===== src/rtl/logic_capture_rle_pkg.sv =====
// ---------------------------------------------------------------------------
// logic_capture_rle_pkg
// Shared definitions for the run-length encoding capture stage:
//   - capture sequencer state encodings
//   - packed word field positions (value [31:16], run length minus 1 [15:0])
//   - saturation limit of the 16-bit run counter
//   - packRun helper that builds a {value, count} word
// ---------------------------------------------------------------------------
package logic_capture_rle_pkg;

    typedef enum logic [2:0] {
        ST_IDLE    = 3'd0,
        ST_ARMED   = 3'd1,
        ST_CAPTURE = 3'd2,
        ST_FLUSH   = 3'd3,
        ST_DONE    = 3'd4
    } capState_e;

    localparam int VALUE_MSB = 31;
    localparam int VALUE_LSB = 16;
    localparam int COUNT_MSB = 15;
    localparam int COUNT_LSB = 0;

    localparam logic [15:0] COUNT_MAX = 16'hFFFF;

    // Build an output word from a run value and its length-minus-one count.
    function automatic logic [31:0] packRun(input logic [15:0] value,
                                            input logic [15:0] count);
        logic [31:0] word;
        word = '0;
        word[VALUE_MSB:VALUE_LSB] = value;
        word[COUNT_MSB:COUNT_LSB] = count;
        return word;
    endfunction

endpackage


===== src/rtl/logic_capture_rle_enc.sv =====
// ---------------------------------------------------------------------------
// logic_capture_rle_enc
// Holds the currently open run (value + length-minus-one count) and flags
// when an incoming sample closes that run.
//
// Ports:
//   clk_i          capture clock
//   rst_i          asynchronous active-high reset
//   open_i         start a fresh run from sample_i with count 0 (trigger)
//   capture_i      sequencer is in CAPTURE; samples extend/close the run
//   sample_i       16-channel sample
//   sample_valid_i sample strobe
//   close_o        this sample closes the open run (combinational strobe)
//   run_word_o     {value, count} of the open run as held now
// ---------------------------------------------------------------------------
module logic_capture_rle_enc
    import logic_capture_rle_pkg::*;
(
    input  logic        clk_i,
    input  logic        rst_i,
    input  logic        open_i,
    input  logic        capture_i,
    input  logic [15:0] sample_i,
    input  logic        sample_valid_i,
    output logic        close_o,
    output logic [31:0] run_word_o
);

    logic [15:0] runValue_q;
    logic [15:0] runCount_q;
    logic [15:0] runValue_d;
    logic [15:0] runCount_d;
    logic        closeRun;

    // A saturated counter closes the run even when the value is unchanged,
    // so a long constant stretch continues as a new word with the same value.
    assign closeRun = capture_i && sample_valid_i &&
                      ((sample_i != runValue_q) || (runCount_q == COUNT_MAX));

    // Next run contents: restart on trigger or close, otherwise extend.
    always_comb begin
        runValue_d = runValue_q;
        runCount_d = runCount_q;
        if (open_i || closeRun) begin
            runValue_d = sample_i;
            runCount_d = 16'd0;
        end else if (capture_i && sample_valid_i) begin
            runCount_d = runCount_q + 16'd1;
        end
    end

    // Run registers.
    always_ff @(posedge clk_i or posedge rst_i) begin
        if (rst_i) begin
            runValue_q <= 16'd0;
            runCount_q <= 16'd0;
        end else begin
            runValue_q <= runValue_d;
            runCount_q <= runCount_d;
        end
    end

    assign close_o    = closeRun;
    assign run_word_o = packRun(runValue_q, runCount_q);

endmodule


===== src/rtl/logic_capture_rle.sv =====
// ---------------------------------------------------------------------------
// logic_capture_rle
// Capture sequencer in front of the capture FIFO: arms, waits for a masked
// trigger, run-length encodes the sample stream into {value, count} words and
// pushes them into the FIFO through a single-entry output register.
//
// Ports:
//   clk_i / rst_i   clock, asynchronous active-high reset
//   start_i         arm a capture from IDLE or DONE
//   abort_i         stop the capture, flushing any open run
//   length_i        word limit latched on start (0 = unlimited)
//   trig_mask_i     trigger channel mask (0 = immediate trigger)
//   trig_value_i    trigger match value
//   sample_i        channel sample, qualified by sample_valid_i
//   accept_i        FIFO can take a word this cycle
//   data_o / push_o output word and its valid (held until accepted)
//   busy_o          ARMED, CAPTURE or FLUSH
//   triggered_o     trigger seen in this capture
//   done_o          capture finished
//   overflow_o      sticky: a closed run was dropped
//   words_o         words accepted by the FIFO in this capture
// ---------------------------------------------------------------------------
module logic_capture_rle
    import logic_capture_rle_pkg::*;
(
    input  logic        clk_i,
    input  logic        rst_i,
    input  logic        start_i,
    input  logic        abort_i,
    input  logic [31:0] length_i,
    input  logic [15:0] trig_mask_i,
    input  logic [15:0] trig_value_i,
    input  logic [15:0] sample_i,
    input  logic        sample_valid_i,
    input  logic        accept_i,
    output logic [31:0] data_o,
    output logic        push_o,
    output logic        busy_o,
    output logic        triggered_o,
    output logic        done_o,
    output logic        overflow_o,
    output logic [31:0] words_o
);

    capState_e   state_q, state_d;
    logic [31:0] data_q, data_d;
    logic        push_q, push_d;
    logic [31:0] words_q, words_d;
    logic        overflow_q, overflow_d;
    logic        triggered_q, triggered_d;
    logic [31:0] length_q, length_d;
    logic        flushLoaded_q, flushLoaded_d;
    logic        busy_q, busy_d;
    logic        done_q, done_d;

    logic        openRun;
    logic        runClose;
    logic [31:0] runWord;
    logic        trigMatch;
    logic        acceptFire;
    logic        lastWord;

    logic_capture_rle_enc u_enc (
        .clk_i          (clk_i),
        .rst_i          (rst_i),
        .open_i         (openRun),
        .capture_i      (state_q == ST_CAPTURE),
        .sample_i       (sample_i),
        .sample_valid_i (sample_valid_i),
        .close_o        (runClose),
        .run_word_o     (runWord)
    );

    assign trigMatch  = ((sample_i ^ trig_value_i) & trig_mask_i) == 16'd0;
    assign acceptFire = push_q && accept_i;
    // The accept that reaches the latched limit ends the capture at once.
    assign lastWord   = acceptFire && (length_q != 32'd0) &&
                        ((words_q + 32'd1) == length_q);

    // Next-state logic for the sequencer, output register and counters.
    always_comb begin
        state_d       = state_q;
        data_d        = data_q;
        push_d        = push_q;
        words_d       = words_q;
        overflow_d    = overflow_q;
        triggered_d   = triggered_q;
        length_d      = length_q;
        flushLoaded_d = flushLoaded_q;
        openRun       = 1'b0;

        if (acceptFire) begin
            words_d = words_q + 32'd1;
            push_d  = 1'b0;
        end

        case (state_q)
            ST_IDLE, ST_DONE: begin
                if (start_i && !abort_i) begin
                    state_d       = ST_ARMED;
                    words_d       = 32'd0;
                    overflow_d    = 1'b0;
                    triggered_d   = 1'b0;
                    length_d      = length_i;
                    flushLoaded_d = 1'b0;
                    push_d        = 1'b0;
                end
            end
            ST_ARMED: begin
                if (abort_i) begin
                    state_d = ST_IDLE;
                end else if (sample_valid_i && trigMatch) begin
                    state_d     = ST_CAPTURE;
                    triggered_d = 1'b1;
                    openRun     = 1'b1;
                end
            end
            ST_CAPTURE: begin
                if (lastWord) begin
                    state_d = ST_DONE;
                end else begin
                    // A closed run loads only if the register is free or is
                    // being emptied this very cycle; otherwise it is lost.
                    if (runClose) begin
                        if (!push_q || accept_i) begin
                            data_d = runWord;
                            push_d = 1'b1;
                        end else begin
                            overflow_d = 1'b1;
                        end
                    end
                    if (abort_i) begin
                        state_d = ST_FLUSH;
                    end
                end
            end
            ST_FLUSH: begin
                if (lastWord || (acceptFire && flushLoaded_q)) begin
                    state_d = ST_DONE;
                end else if (!push_q && !flushLoaded_q) begin
                    data_d        = runWord;
                    push_d        = 1'b1;
                    flushLoaded_d = 1'b1;
                end
            end
            default: begin
                state_d = ST_IDLE;
            end
        endcase
    end

    assign busy_d = (state_d == ST_ARMED) || (state_d == ST_CAPTURE) ||
                    (state_d == ST_FLUSH);
    assign done_d = (state_d == ST_DONE);

    // Sequencer state and all registered outputs.
    always_ff @(posedge clk_i or posedge rst_i) begin
        if (rst_i) begin
            state_q       <= ST_IDLE;
            data_q        <= 32'd0;
            push_q        <= 1'b0;
            words_q       <= 32'd0;
            overflow_q    <= 1'b0;
            triggered_q   <= 1'b0;
            length_q      <= 32'd0;
            flushLoaded_q <= 1'b0;
            busy_q        <= 1'b0;
            done_q        <= 1'b0;
        end else begin
            state_q       <= state_d;
            data_q        <= data_d;
            push_q        <= push_d;
            words_q       <= words_d;
            overflow_q    <= overflow_d;
            triggered_q   <= triggered_d;
            length_q      <= length_d;
            flushLoaded_q <= flushLoaded_d;
            busy_q        <= busy_d;
            done_q        <= done_d;
        end
    end

    assign data_o      = data_q;
    assign push_o      = push_q;
    assign busy_o      = busy_q;
    assign triggered_o = triggered_q;
    assign done_o      = done_q;
    assign overflow_o  = overflow_q;
    assign words_o     = words_q;

endmodule


===== config.mk =====
export PLATFORM = sky130hd
export DESIGN_NAME = logic_capture_rle
export DESIGN_NICKNAME = d
export VERILOG_FILES = /design/src/rtl/logic_capture_rle_pkg.sv /design/src/rtl/logic_capture_rle_enc.sv /design/src/rtl/logic_capture_rle.sv
export SDC_FILE = /design/constraint.sdc
export NUM_CORES = 1
export LEC_CHECK = 0
export CORE_UTILIZATION = 50
export CTS_BUF_LIST = sky130_fd_sc_hd__clkbuf_4 sky130_fd_sc_hd__clkbuf_8
export CTS_CLUSTER_SIZE = 8
export DETAILED_ROUTE_END_ITERATION = 8
export GPL_TIMING_DRIVEN = 0
export PLACE_DENSITY = 0.75
export SKIP_CTS_REPAIR_TIMING = 1
export SYNTH_ARGS = -nofsm -noshare
export SYNTH_HDL_FRONTEND = slang
export SYNTH_SLANG_ARGS = --single-unit
export TNS_END_PERCENT = 10

===== constraint.sdc =====
create_clock -name clk_i -period 7.3 [get_ports clk_i]
set_input_delay 1.46 -clock clk_i [delete_from_list [all_inputs] [get_ports clk_i]]
set_output_delay 1.46 -clock clk_i [all_outputs]
set_load 0.02 [all_outputs]

==> metrics.yaml, run 1 <==
crit_path_end_kind: "flip-flop"
async_reset_ff_frac: 1.000
final_nets: 1030
hold_viol_final: 0
slew_headroom: 0.3378
setup-tns-final_ns: 0
path_buf_inv: 3
crit_required_ns: 7.62
placed_cells: 1107
synthCells: 768
grt_max_degree: 89
path_class: "input port to flip-flop"
synth_area_per_cell_um2: 9.747
finClkSkew_ns: 0.01234
slew_violations: 0
routed-via-count: 6157
fin_crit_sh: 0.5973
route.detailed.drc: 0
min_period_ns: 4.361
firstDrtPassIters: 5
fin_total_pwr_w: 0.002160
syn_nets: 856
hold_path.class: "flip-flop to flip-flop"
num_rows: 44
cts_tree: "built"
critPathMaxStageDelay_ns: 0.83
cts.sinks: 137
antenna_cells: 0
dpl_cell_area_um2: 9290
start_util: 0.5131
syn-cell-area_um2: 7486
synth-main-ff-cell: "dfrtp_1"
grt_pass1_wl_um: 31010
status: "complete, no violations"
grt_overflow: 0
worst_pin_slew_ns: 0.9842
ys_ff_latch: 137
die_h_um: 124.4
p_per_area_nw_per_um2: 221.6
cp.arrival_ns: 4.68
clkTransAtPathRegs_ns: 0.07
cts_buffer_depth: 2
max_freq_ghz: 0.2293
rsz0062_at_grt: "false"
syn_to_final_growth_pct: 30.22
wl_per_cell_um: 16.47
vdd_drop_max_mv: 0.1214
final-setup-viol-count: 0
ys_seq_area_frac: 0.4580
drive_gt1_frac: 0.1133
maxCapViolCount: 0
final_cells: 1137
cts_root_buffer: "clkbuf_8"
io_buffers: 154
htreeDepth: 4
coreArea_um2: 14590
path_max_fanout: 10
synth-edff-count: 0
dieWidth_um: 124.4
start_kind: "input port"
fill_cells: 1182
p_leak_nw: 4.244
antenna_left: 0
fin_area_um2: 9748
antenna_found_initial: 0
dp_hpwl_um: 13920
drt_iter0_drc: 415
routed_wl_um: 18720
ios: 155
grt_usage: 0.2522
gp_congestion: 0.9226
via_per_inst: 5.415
ys_warn_count: 0
cts_made_buffers: 17
die-area_um2: 15470
yosysUniqueCellTypes: 64
clkLatencyLatePin_ns: 0.45
worstPathCellList: "clkdlybuf4s50_1 -> xor2_1 -> a22oi_1 -> nand4_1 -> nor4_1 -> or2_2 -> clkbuf_1 -> clkbuf_1 -> nor2_1"
path_delay_family: "simple AND/OR/NAND/NOR gates"
crit_top_cell: "clkbuf_1"
cpMaxStageDelayCell: "nor4_1"
first_global_vias: 6056
registers in the layout, summed over array words and instances, names as in the netlist:
name              cells
u_enc.runValue_q     16
length_q             32
data_o               32
busy_o                1
state_q               3
done_o                1
overflow_o            1
push_o                1
words_o              32
flushLoaded_q         1
triggered_o           1
u_enc.runCount_q     16
metal layers:
metal  routed length, um  vias to the layer above  track usage
met1                8206                     2914       0.3285
li1                    -                     3000            -
met5                   0                        -            0
met3                1067                       35      0.05155
met4                 431                        0      0.09355
met2                9016                      208       0.4140
cells in the mapped netlist, drive strengths merged (5+ instances only):
cell    count  area (um2)
nor2b       7       43.79
nand3      21       110.1
xnor2      55       481.7
nand4      30       202.7
xor2       56       490.5
a31oi       7       43.79
o21ai      17       88.83
a22oi       7       52.55
nor3       14       75.07
or2         5       31.28
dfrtp     137        3428
and2        6       37.54
mux2       49       664.4
nand2b      5       31.28
a21oi      18       90.09
and3        6       37.54
or3        11       68.82
inv        10       37.54
nand2     145       544.3
clkbuf     18       68.81
nor2       69       259.0
nor4       18       131.4
buf        18       103.8
kinds of logic after synthesis:
group	share of synthesized area
xor gates and xnor gates	0.1299
buffers and inverters	0.02808
DFF	0.4580
and+or+nand+nor	0.2248
AOI/OAI and AO/OA	0.06318
muxes	0.09276
adders and majority gates	0.003342
where the power goes:
| group | switching [W] | internal (W) | total [W] |
|---|---|---|---|
| clock | 0.000284 | 0.000437 | 0.000721 |
| combinational | 0.000226 | 0.000242 | 0.000468 |
| sequential | 0.000111 | 0.000861 | 0.000972 |
worst register-to-register path, stage by stage (launching register included):
cell and delay (ns):
dfrtp_1 0.35, buf_2 0.22, nand4_1 0.36, nor4_2 0.72
a21oi_1 0.13, nor4_1 0.52, inv_1 0.13, o31ai_2 0.30
o21ai_2 0.19, buf_6 0.21, mux2_4 0.31
placed cells by master, fill, tap and decap left out, types with 13 or more instances in the layout:
cell type and instances:
nand3_1 20, clkbuf_1 17, a21oi_1 18, nor4_1 15
dfrtp_1 137, xor2_1 56, mux2_2 16, clkbuf_8 20
xnor2_1 55, mux2_4 30, nand2_1 145, nand4_1 29
nor2_1 69, nor3_1 13, clkdlybuf4s50_1 154, o21ai_0 15
per-stage QoR:
stage          setup slack [ns]  utilization  hold slack [ns]
3_3_place_gp             0.3593       0.6346           0.4702
4_1_cts                   2.925       0.6682           0.5060
6_report                  2.939       0.6682           0.5037
2_1_floorplan             2.172            -           0.4880
5_1_grt                   2.594       0.6682           0.5327
3_5_place_dp              2.469       0.6368           0.4890
cell type report:
type,count,area [um2],share of cell area
Sequential cell,137,3428,0.3517
Timing Repair Buffer,155,1569,0.1610
Clock buffer,22,290.3,0.02978
Inverter,10,42.54,0.004364
Clock inverter,8,167.7,0.01720
Tap cell,184,230.2,0.02362
Buffer,36,172.7,0.01771
Multi-Input combinational cell,585,3847,0.3947
path summary, 6_finish.rpt:
check	from	slack, ns	depth (start not counted)	end
worst max-delay path	sample_i[12]	2.94	9	u_enc.runCount_q[10]
worst min-delay path	triggered_o	0.50	2	triggered_o
worst max register to register	words_o[12]	3.75	10	data_o[26]
worst min register to register	triggered_o	0.50	2	triggered_o
max in group asynchronous	rst_i	5.09	3	length_q[26]
min in group asynchronous	rst_i	1.41	2	data_o[25]
(Power assumes the default switching activity.)
==> run 2: changes to the inputs <==
CORE_UTILIZATION = 48   (was 50)
PLACE_DENSITY = 0.76   (was 0.75)
clock period = 4 ns   (was 7.3 ns; I/O delays follow)
==> metrics.yaml, run 2 (same netlist as run 1, synthesis figures left out) <==
status: "complete, no violations"
maxCapViolCount: 0  # unchanged
met1_usage: 0.3250  # -0.003502
first_global_vias: 6015  # -0.68%
grt.busiest_layer: "met2"
detailedPlace.worstSlack_ns: -0.1815  # -2.650 ns
multiInputGateArea_um2: 3847  # unchanged
cts_buffer_depth: 2  # unchanged
routed_wl_um: 19100  # +2.0%
slew_headroom: 0.3416  # +0.003736
cts_tree: "built"
vdd_drop_max_mv: 0.2069  # +70%
fin_crit_sh: 0.9145
routed-via-count: 6212  # +0.89%
path_max_fanout: 10  # unchanged
min_period_ns: 3.658
gp_congestion: 0.8849  # -4.1%
crit_required_ns: 4.35  # -3.27 ns
fin_total_pwr_w: 0.003944  # +83%
p_leak_nw: 4.243  # about the same
seq_area_um2: 3428  # unchanged
path_class: "input port to flip-flop"
rsz0062_at_grt: "false"
placed_cells: 1113  # +0.54%
dieWidth_um: 126.9  # +2.0%
gr-usage-met3: 0.04766  # -0.003887
die-area_um2: 16100  # +4.1%
layout_setup_ws_ns: 0.3420  # -2.597 ns
grt_max_degree: 38  # -57%
clkTransAtPathRegs_ns: 0.08  # about the same
grt_util_met2: 0.4105  # -0.003568
cts_made_buffers: 17  # unchanged
crit_path_end_kind: "flip-flop"
final_cell_mix: "154 x clkdlybuf4s50_1, 145 x nand2_1, 137 x dfrtp_1"
drt_iter0_drc: 466  # +12%
ios: 155  # unchanged
grt_overflow: 0  # unchanged
start_util: 0.4924  # -0.02069
final-setup-viol-count: 0  # unchanged
cts_root_buffer: "clkbuf_8"
fill_cells: 1274  # +7.8%
drive_gt1_frac: 0.1170  # +0.003706
wl_per_cell_um: 16.68  # +1.3%
start_kind: "input port"
slew_violations: 0  # unchanged
cp.arrival_ns: 4.01  # -0.67 ns
syn_to_final_growth_pct: 30.67
coreArea_um2: 15200  # +4.2%
antenna_left: 0  # unchanged
antenna_found_initial: 0  # unchanged
num_rows: 45  # +2.3%
route.detailed.drc: 0  # unchanged
fin_area_um2: 9782  # +0.35%
clkLatencyLatePin_ns: 0.47  # +0.02 ns
p_per_area_nw_per_um2: 403.2  # +82%
die_h_um: 126.9  # +2.0%
htreeDepth: 4  # unchanged
cts.sinks: 137  # unchanged
hold_ws_ns: 0.4887  # -0.01503 ns
dp_hpwl_um: 14400  # +3.5%
dpl_cell_area_um2: 9326  # +0.39%
hold_viol_final: 0  # unchanged
antenna_cells: 0  # unchanged
layout_commonest_cell: "clkdlybuf4s50_1"
via_per_inst: 5.425  # +0.19%
final_nets: 1032  # +0.19%
io_buffers: 154  # unchanged
hold_path.class: "flip-flop to flip-flop"
max_freq_ghz: 0.2734
firstDrtPassIters: 5  # unchanged
grt_usage: 0.2478  # -0.004390
finClkSkew_ns: 0.009659  # -0.002682 ns
worst_pin_slew_ns: 0.9786  # -0.005552 ns
grt_pass1_wl_um: 30730  # -0.91%
final_cells: 1145  # +0.70%
-- run 2: changes by cell type in the layout (fill, tap and decap cells not counted) --
cell,previous run,this run
clkinv_2,2,3
buf_12,0,3
inv_6,1,3
buf_16,1,0
clkbuf_8,20,17
clkinvlp_4,1,5
clkbuf_4,2,0
-- run 2: area by class of cell --
type / count / area share
buffer: 36 / 0.01765
clock buffer: 17 / 0.02392
clock inverter: 15 / 0.02264
inverter: 10 / 0.004221
multi-input combinational: 585 / 0.3933
sequential: 137 / 0.3505
tap: 188 / 0.02405
timing repair buffer: 157 / 0.1637
-- run 2: stage by stage --
| stage | utilization | TNS [ns] |
|---|---|---|
| 2_1_floorplan | - | 0 |
| 3_3_place_gp | 0.6095 | -4.924 |
| 3_5_place_dp | 0.6135 | -6.428 |
| 4_1_cts | 0.6435 | 0 |
| 5_1_grt | 0.6435 | 0 |
| 6_report | 0.6435 | 0 |
-- run 2: where the power goes --
| part | internal (W) | leakage, nW | total [W] | switching, W |
|---|---|---|---|---|
| clock network | 0.000742 | 0.219 | 0.00131 | 0.000571 |
| registers | 0.00157 | 1.84 | 0.00177 | 0.000202 |
| logic | 0.000444 | 2.18 | 0.000858 | 0.000414 |
-- run 2: path summary, 6_finish.rpt --
check	slack (ns)	to	from	cells after the start
min	0.49	data_o[16]	data_o[16]	1
min in group asynchronous	0.82	data_o[25]	rst_i	2
min reg2reg	0.49	data_o[16]	data_o[16]	1
max in group asynchronous	2.30	u_enc.runCount_q[9]	rst_i	4
max	0.34	data_o[3]	accept_i	11
max reg2reg	0.43	data_o[3]	words_o[0]	11
-- run 2: layer usage --
| metal | part of all wire | wire length [um] | vias up |
|---|---|---|---|
| met4 | 0.019 | 368 | 0 |
| met5 | 0 | 0 | - |
| met3 | 0.047 | 897 | 30 |
| met2 | 0.48 | 9184 | 184 |
| li1 | - | - | 2998 |
| met1 | 0.45 | 8653 | 3000 |
-- run 2: critical path, stage by stage --
cell and delay, ns:
clkdlybuf4s50_1 0.54, and2_1 0.14, clkbuf_1 0.32, o2111ai_1 0.21, a2111oi_2 0.31, nand4_1 0.14, or4_4 0.54, o311ai_2 0.30
o21ai_2 0.20, buf_6 0.22, mux2_4 0.30
